## src/rtl/iter_add_sub_if.sv

```systemverilog
// Handshake and operand/result bundle for the chunked adder/subtractor.
// The master issues operations and the slave (the ALU slice) returns results.
interface iter_add_sub_if #(
    parameter int WIDTH = 32
);
    logic             start;
    logic             mode;
    logic             cin;
    logic [WIDTH-1:0] x;
    logic [WIDTH-1:0] y;
    logic             busy;
    logic             done;
    logic [WIDTH-1:0] sum;
    logic             cout;
    logic             ovf;
    logic             zero;

    modport master (
        output start, mode, cin, x, y,
        input  busy, done, sum, cout, ovf, zero
    );

    modport slave (
        input  start, mode, cin, x, y,
        output busy, done, sum, cout, ovf, zero
    );
endinterface

```

## src/rtl/iter_add_sub.sv

```systemverilog
// Multi-cycle adder/subtractor: WIDTH-bit operands pass through one CHUNK-bit
// adder slice, LSB chunk first, with registered carry/overflow/zero flags.
module iter_add_sub #(
    parameter int WIDTH = 32,
    parameter int CHUNK = 8
) (
    input logic         clk,
    input logic         clr,
    iter_add_sub_if.slave bus
);
    localparam int N  = WIDTH / CHUNK;
    localparam int CW = (N > 1) ? $clog2(N) : 1;
    localparam logic [CW-1:0] LAST = CW'(N - 1);

    typedef enum logic [1:0] {IDLE, RUN, DONE} state_t;

    state_t           state;
    state_t           next_state;
    logic             accept;
    logic [WIDTH-1:0] a_reg;
    logic [WIDTH-1:0] b_reg;
    logic [WIDTH-1:0] res;
    logic [WIDTH-1:0] res_next;
    logic             carry;
    logic [CW-1:0]    cnt;
    logic [CHUNK:0]   slice;
    logic             last;

    assign last = (cnt == LAST);

    // One chunk of the sum per cycle; res_next is the result with the current chunk merged in.
    always_comb begin
        slice    = {1'b0, a_reg[cnt*CHUNK +: CHUNK]}
                 + {1'b0, b_reg[cnt*CHUNK +: CHUNK]}
                 + {{CHUNK{1'b0}}, carry};
        res_next = res;
        res_next[cnt*CHUNK +: CHUNK] = slice[CHUNK-1:0];
    end

    always_ff @(posedge clk or posedge clr) begin
        if (clr) begin
            state <= IDLE;
        end else begin
            state <= next_state;
        end
    end

    always_comb begin
        next_state = state;
        accept     = 1'b0;
        bus.busy   = 1'b0;
        bus.done   = 1'b0;
        case (state)
            IDLE: begin
                if (bus.start) begin
                    accept     = 1'b1;
                    next_state = RUN;
                end
            end
            RUN: begin
                bus.busy = 1'b1;
                if (last) begin
                    next_state = DONE;
                end
            end
            DONE: begin
                bus.done = 1'b1;
                if (bus.start) begin
                    accept     = 1'b1;
                    next_state = RUN;
                end else begin
                    next_state = IDLE;
                end
            end
            default: next_state = IDLE;
        endcase
    end

    // Subtraction is folded into the operand latch: B is inverted and the carry seeded with 1.
    always_ff @(posedge clk or posedge clr) begin
        if (clr) begin
            a_reg    <= '0;
            b_reg    <= '0;
            res      <= '0;
            carry    <= 1'b0;
            cnt      <= '0;
            bus.sum  <= '0;
            bus.cout <= 1'b0;
            bus.ovf  <= 1'b0;
            bus.zero <= 1'b0;
        end else if (accept) begin
            a_reg <= bus.x;
            b_reg <= bus.mode ? ~bus.y : bus.y;
            carry <= bus.mode ? 1'b1 : bus.cin;
            cnt   <= '0;
        end else if (state == RUN) begin
            res   <= res_next;
            carry <= slice[CHUNK];
            if (last) begin
                bus.sum  <= res_next;
                bus.cout <= slice[CHUNK];
                bus.ovf  <= (a_reg[WIDTH-1] == b_reg[WIDTH-1])
                         && (res_next[WIDTH-1] != a_reg[WIDTH-1]);
                bus.zero <= (res_next == '0);
            end else begin
                cnt <= cnt + CW'(1);
            end
        end
    end
endmodule

```

## src/flat_wrapper.sv

```systemverilog
// flat-port wrapper written by rule: the top's interface ports become plain ports
module iter_add_sub_flat 
#(
    parameter int WIDTH = 32,
    parameter int CHUNK = 8
)
  (clk, clr, bus_start, bus_mode, bus_cin, bus_x, bus_y, bus_busy, bus_done, bus_sum, bus_cout, bus_ovf, bus_zero);
  iter_add_sub_if #(.WIDTH(WIDTH)) bus_i ();
  input logic clk;
  input logic clr;
  input wire logic [$bits(bus_i.start)-1:0] bus_start;
  input wire logic [$bits(bus_i.mode)-1:0] bus_mode;
  input wire logic [$bits(bus_i.cin)-1:0] bus_cin;
  input wire logic [$bits(bus_i.x)-1:0] bus_x;
  input wire logic [$bits(bus_i.y)-1:0] bus_y;
  output wire logic [$bits(bus_i.busy)-1:0] bus_busy;
  output wire logic [$bits(bus_i.done)-1:0] bus_done;
  output wire logic [$bits(bus_i.sum)-1:0] bus_sum;
  output wire logic [$bits(bus_i.cout)-1:0] bus_cout;
  output wire logic [$bits(bus_i.ovf)-1:0] bus_ovf;
  output wire logic [$bits(bus_i.zero)-1:0] bus_zero;
  assign bus_i.start = bus_start;
  assign bus_i.mode = bus_mode;
  assign bus_i.cin = bus_cin;
  assign bus_i.x = bus_x;
  assign bus_i.y = bus_y;
  assign bus_busy = bus_i.busy;
  assign bus_done = bus_i.done;
  assign bus_sum = bus_i.sum;
  assign bus_cout = bus_i.cout;
  assign bus_ovf = bus_i.ovf;
  assign bus_zero = bus_i.zero;
  iter_add_sub #(.WIDTH(WIDTH), .CHUNK(CHUNK)) u_core (.clk(clk), .clr(clr), .bus(bus_i));
endmodule
```

## config.mk

```make
export PLATFORM = sky130hd
export DESIGN_NAME = iter_add_sub_flat
export DESIGN_NICKNAME = d
export VERILOG_FILES = /design/src/rtl/iter_add_sub_if.sv /design/src/rtl/iter_add_sub.sv /design/src/flat_wrapper.sv
export SDC_FILE = /design/constraint.sdc
export NUM_CORES = 1
export LEC_CHECK = 0
export ABC_CLOCK_PERIOD_IN_PS = 4700
export BUFFER_PORTS_ARGS = -buffer_cell sky130_fd_sc_hd__buf_4
export CORE_MARGIN = 2
export CORE_UTILIZATION = 31
export CTS_CLUSTER_SIZE = 40
export DETAILED_ROUTE_END_ITERATION = 12
export SYNTH_ARGS = -nofsm -noshare
export SYNTH_HDL_FRONTEND = slang
export SYNTH_SLANG_ARGS = --single-unit
```

## constraint.sdc

```tcl
create_clock -name clk -period 4.7 [get_ports clk]
set_input_delay 0.47 -clock clk [delete_from_list [all_inputs] [get_ports clk]]
set_output_delay 0.47 -clock clk [all_outputs]
set_load 0.005 [all_outputs]
```

==> implementation parameters <==
Parameter                              Value

Run status
  Outcome    completed

Final layout
  Final core utilization    40.00%
  Layout cells sized above 1    23.77%
  Antenna cells    0
  Area used by multi-input combinational logic    3084 um2
  Finished Cell Area    8434 um2
  Area taken by flip-flops and latches    3403 um2
  Number of nets in the layout    845
  Area Overhead vs Synth    25.93%
  Fill cells    2104

Routing
  First-pass iteration count of the detailed router    5
  Total wire length after detailed routing    17.96 mm
  Total DRC errors in the routed layout    0
  Number of antenna-violating nets in the routed design    0
  Iteration-0 DRC count of the detailed router    414
  Routed len/inst    17.12 um
  Via total after detailed routing    5248
  Via/cell ratio    5.003

Timing
  Total Neg Setup Slack    0 ns
  Count of endpoints failing hold in the final timing report    0
  Count of endpoints failing setup in the final report    0
  Final worst clock skew    0.01044 ns
  Tightest Pin Transition    0.9317 ns
  Max_slew headroom    37.68%
  Unrepaired setup endpoints after global routing    false
  Max-slew violation count    0
  Ratio of final minimum period to clock period    78.12%
  Minimum clock period after layout    3.671 ns
  Max Clock Freq    272.4 MHz
  Setup ws final    1.029 ns

Synth
  Post-synthesis sequential element count    136
  Mapped cell area    6698 um2
  Synthesis Warnings    0
  Post-synthesis cell type count    56
  Async S/R FF share, synth    100.0%
  Largest cells by area after synthesis    sky130_fd_sc_hd__dfrtp_1 51%, sky130_fd_sc_hd__nand2_1 8.2%, sky130_fd_sc_hd__mux4_2 5.4%
  Syn Nets    747
  Sequential area share after synthesis    50.81%
  Synthesized instance count    663
  Portion of synthesized cell area occupied by the leading cell type    50.81%
  Library cell with the highest instance count after synthesis    sky130_fd_sc_hd__nand2_1
  Mapped Avg Cell Area    10.10 um2
  Ranking of synthesized cells by instance count    147 x sky130_fd_sc_hd__nand2_1, 136 x sky130_fd_sc_hd__dfrtp_1, 63 x sky130_fd_sc_hd__nor2_1
  Number of enable-type register cells in the synthesized netlist    0
  Main synth FF type    sky130_fd_sc_hd__dfrtp_1
  Library cell occupying the most area in the post-synthesis netlist    sky130_fd_sc_hd__dfrtp_1

Flow run
  Number of max-cap violations    0

Clock network
  Number of buffers on the longest clock path    2
  Root buffer cell    sky130_fd_sc_hd__clkbuf_16
  Clock tree sinks    136
  Post-CTS repair timing setup buffer count    0
  # resized after CTS    0
  Clock-pin slew on the worst setup and hold paths    0.06 ns
  CTS tree    done
  Htree depth    4
  Clk_lat worst skew    0.43 ns
  Total clock buffers created by CTS    17
  Count of hold-fix buffers inserted at cts    0

Pwr
  Power per cell area    868.4 nW/um2
  Peak supply drop    0.6104 mV
  Cell leakage power    3.901 nW

Setup path
  Critical path arrival    3.98 ns
  WS Path Type    flip-flop to flip-flop
  Worst EP required    5.01 ns
  R2R depth    9
  Endpoint of the most critical register-to-register path    u_core.bus.zero$_DFFE_PP0P_
  Kind of launch point of the worst setup path    flip-flop
  Largest fanout of any net on the critical path    9
  Worst path most repeated cell    sky130_fd_sc_hd__fa_1
  Slowest CP cell    sky130_fd_sc_hd__xor2_1
  Beginning of the worst register-to-register path    u_core.cnt[0]$_DFFE_PP0P_
  Worst stage delay on the critical path    0.75 ns
  Flop-to-flop setup slack    1.03 ns
  CP cell instances    mux4_2, fa_1, fa_1, xor2_1, nand2_1, a21oi_1, nor4_1, nand4_1, o41ai_2
  Sort of element at the end of the critical path    flip-flop

Placed design
  Post-place setup slack    1.082 ns
  Sum of net half-perimeters after detailed placement    12.65 mm
  Total placed instance area    7771 um2
  Weighted congestion at the end of routability-driven global placement    0.9101
  Buffers on Ports    105

Global routing
  Antenna violations before repair    0
  Largest net degree at the start of global routing    99
  All-Layer GR Usage    16.33%
  First-pass GRT wire length    28.20 mm
  Via count of the first global-routing pass    5125
  Overflow left after global routing    0

Floorplanning
  Ports    106
  Die outline width    151.0 um
  # rows    53
  Height of the chip    151.0 um
  Starting utilization of the core area    31.76%
  Core region area    21090 um2
  Die area    22800 um2

Hold path
  Hold Crit Class    primary input to asynchronous set/reset pin
-- cell usage in the layout (no fill, tap or decap), types with 13 or more instances in the layout --
cell and count:
sky130_fd_sc_hd__a221oi_1 20, sky130_fd_sc_hd__a22o_1 26, sky130_fd_sc_hd__buf_4 118, sky130_fd_sc_hd__clkbuf_16 17, sky130_fd_sc_hd__dfrtp_1 136, sky130_fd_sc_hd__ha_1 13
sky130_fd_sc_hd__mux4_2 16, sky130_fd_sc_hd__nand2_1 147, sky130_fd_sc_hd__nor2_1 63, sky130_fd_sc_hd__o21ai_0 50, sky130_fd_sc_hd__xnor2_1 34
-- layout make-up --
| class | instances | share of cell area [%] |
|---|---|---|
| Sequential cell | 136 | 40.35 |
| Inverter | 13 | 0.6379 |
| Clock buffer | 21 | 5.578 |
| Tap cell | 275 | 4.080 |
| Timing Repair Buffer | 118 | 10.50 |
| Multi-Input combinational cell | 475 | 36.57 |
| Clock inverter | 11 | 2.285 |
-- routing by layer --
metal	part of all wire (%)	global-route usage (%)	routed length, um	up-vias
met4	1.9	5.701	345	0
met2	47	25.91	8471	190
li1	-	-	-	2518
met3	5.5	3.916	987	27
met1	45	21.92	8159	2513
met5	0	0	0	-
-- cell families (layout without fill, tap and decap cells) --
family | after synthesis | count (layout) | share of synthesized area [%]
simple gates | 259 | 259 | 16.48
compound gates | 145 | 145 | 15.71
flops | 136 | 136 | 50.81
buf+inv | 52 | 163 | 3.213
xor+xnor | 35 | 35 | 4.577
mux | 21 | 21 | 6.183
fa+ha+maj | 15 | 15 | 3.026
-- power breakdown --
part	switching (mW)	internal (mW)	total (mW)
logic	2.27	1.53	3.80
clock network	0.512	0.984	1.50
registers	0.351	1.68	2.03
total	3.13	4.19	7.32
-- worst max-delay path: cells and delay by family, from the launching register on --
family	cells	cell delay (ns)
fa+ha+maj	2	0.93
xor+xnor	1	0.75
flops	1	0.61
simple gates	3	0.41
compound gates	2	0.26
mux	1	0.58
-- how the worst max path moves through the flow --
stage	start	slack, ns	end
2_1_floorplan	clr	0.59	u_core.a_reg[0]$_DFFE_PP0P_
3_3_place_gp	u_core.cnt[0]$_DFFE_PP0P_	1.19	u_core.bus.zero$_DFFE_PP0P_
3_5_place_dp	u_core.cnt[0]$_DFFE_PP0P_	1.08	u_core.bus.zero$_DFFE_PP0P_
4_1_cts	u_core.cnt[0]$_DFFE_PP0P_	1.06	u_core.bus.zero$_DFFE_PP0P_
5_1_grt	u_core.cnt[0]$_DFFE_PP0P_	0.76	u_core.bus.zero$_DFFE_PP0P_
6_report	u_core.cnt[0]$_DFFE_PP0P_	1.03	u_core.bus.zero$_DFFE_PP0P_
-- through the flow --
| stage | std cells | total power, mW | hold WS [ns] |
|---|---|---|---|
| after floorplan | 663 | 4.433 | 0.4403 |
| after global placement | 1017 | 5.742 | 0.4549 |
| after detailed placement | 1017 | 5.798 | 0.4603 |
| after CTS | 1049 | 7.321 | 0.2183 |
| after global routing | 1049 | 7.814 | 0.2333 |
| final | 1049 | 7.325 | 0.2039 |
Note: power is estimated with default switching activity, not from simulation.
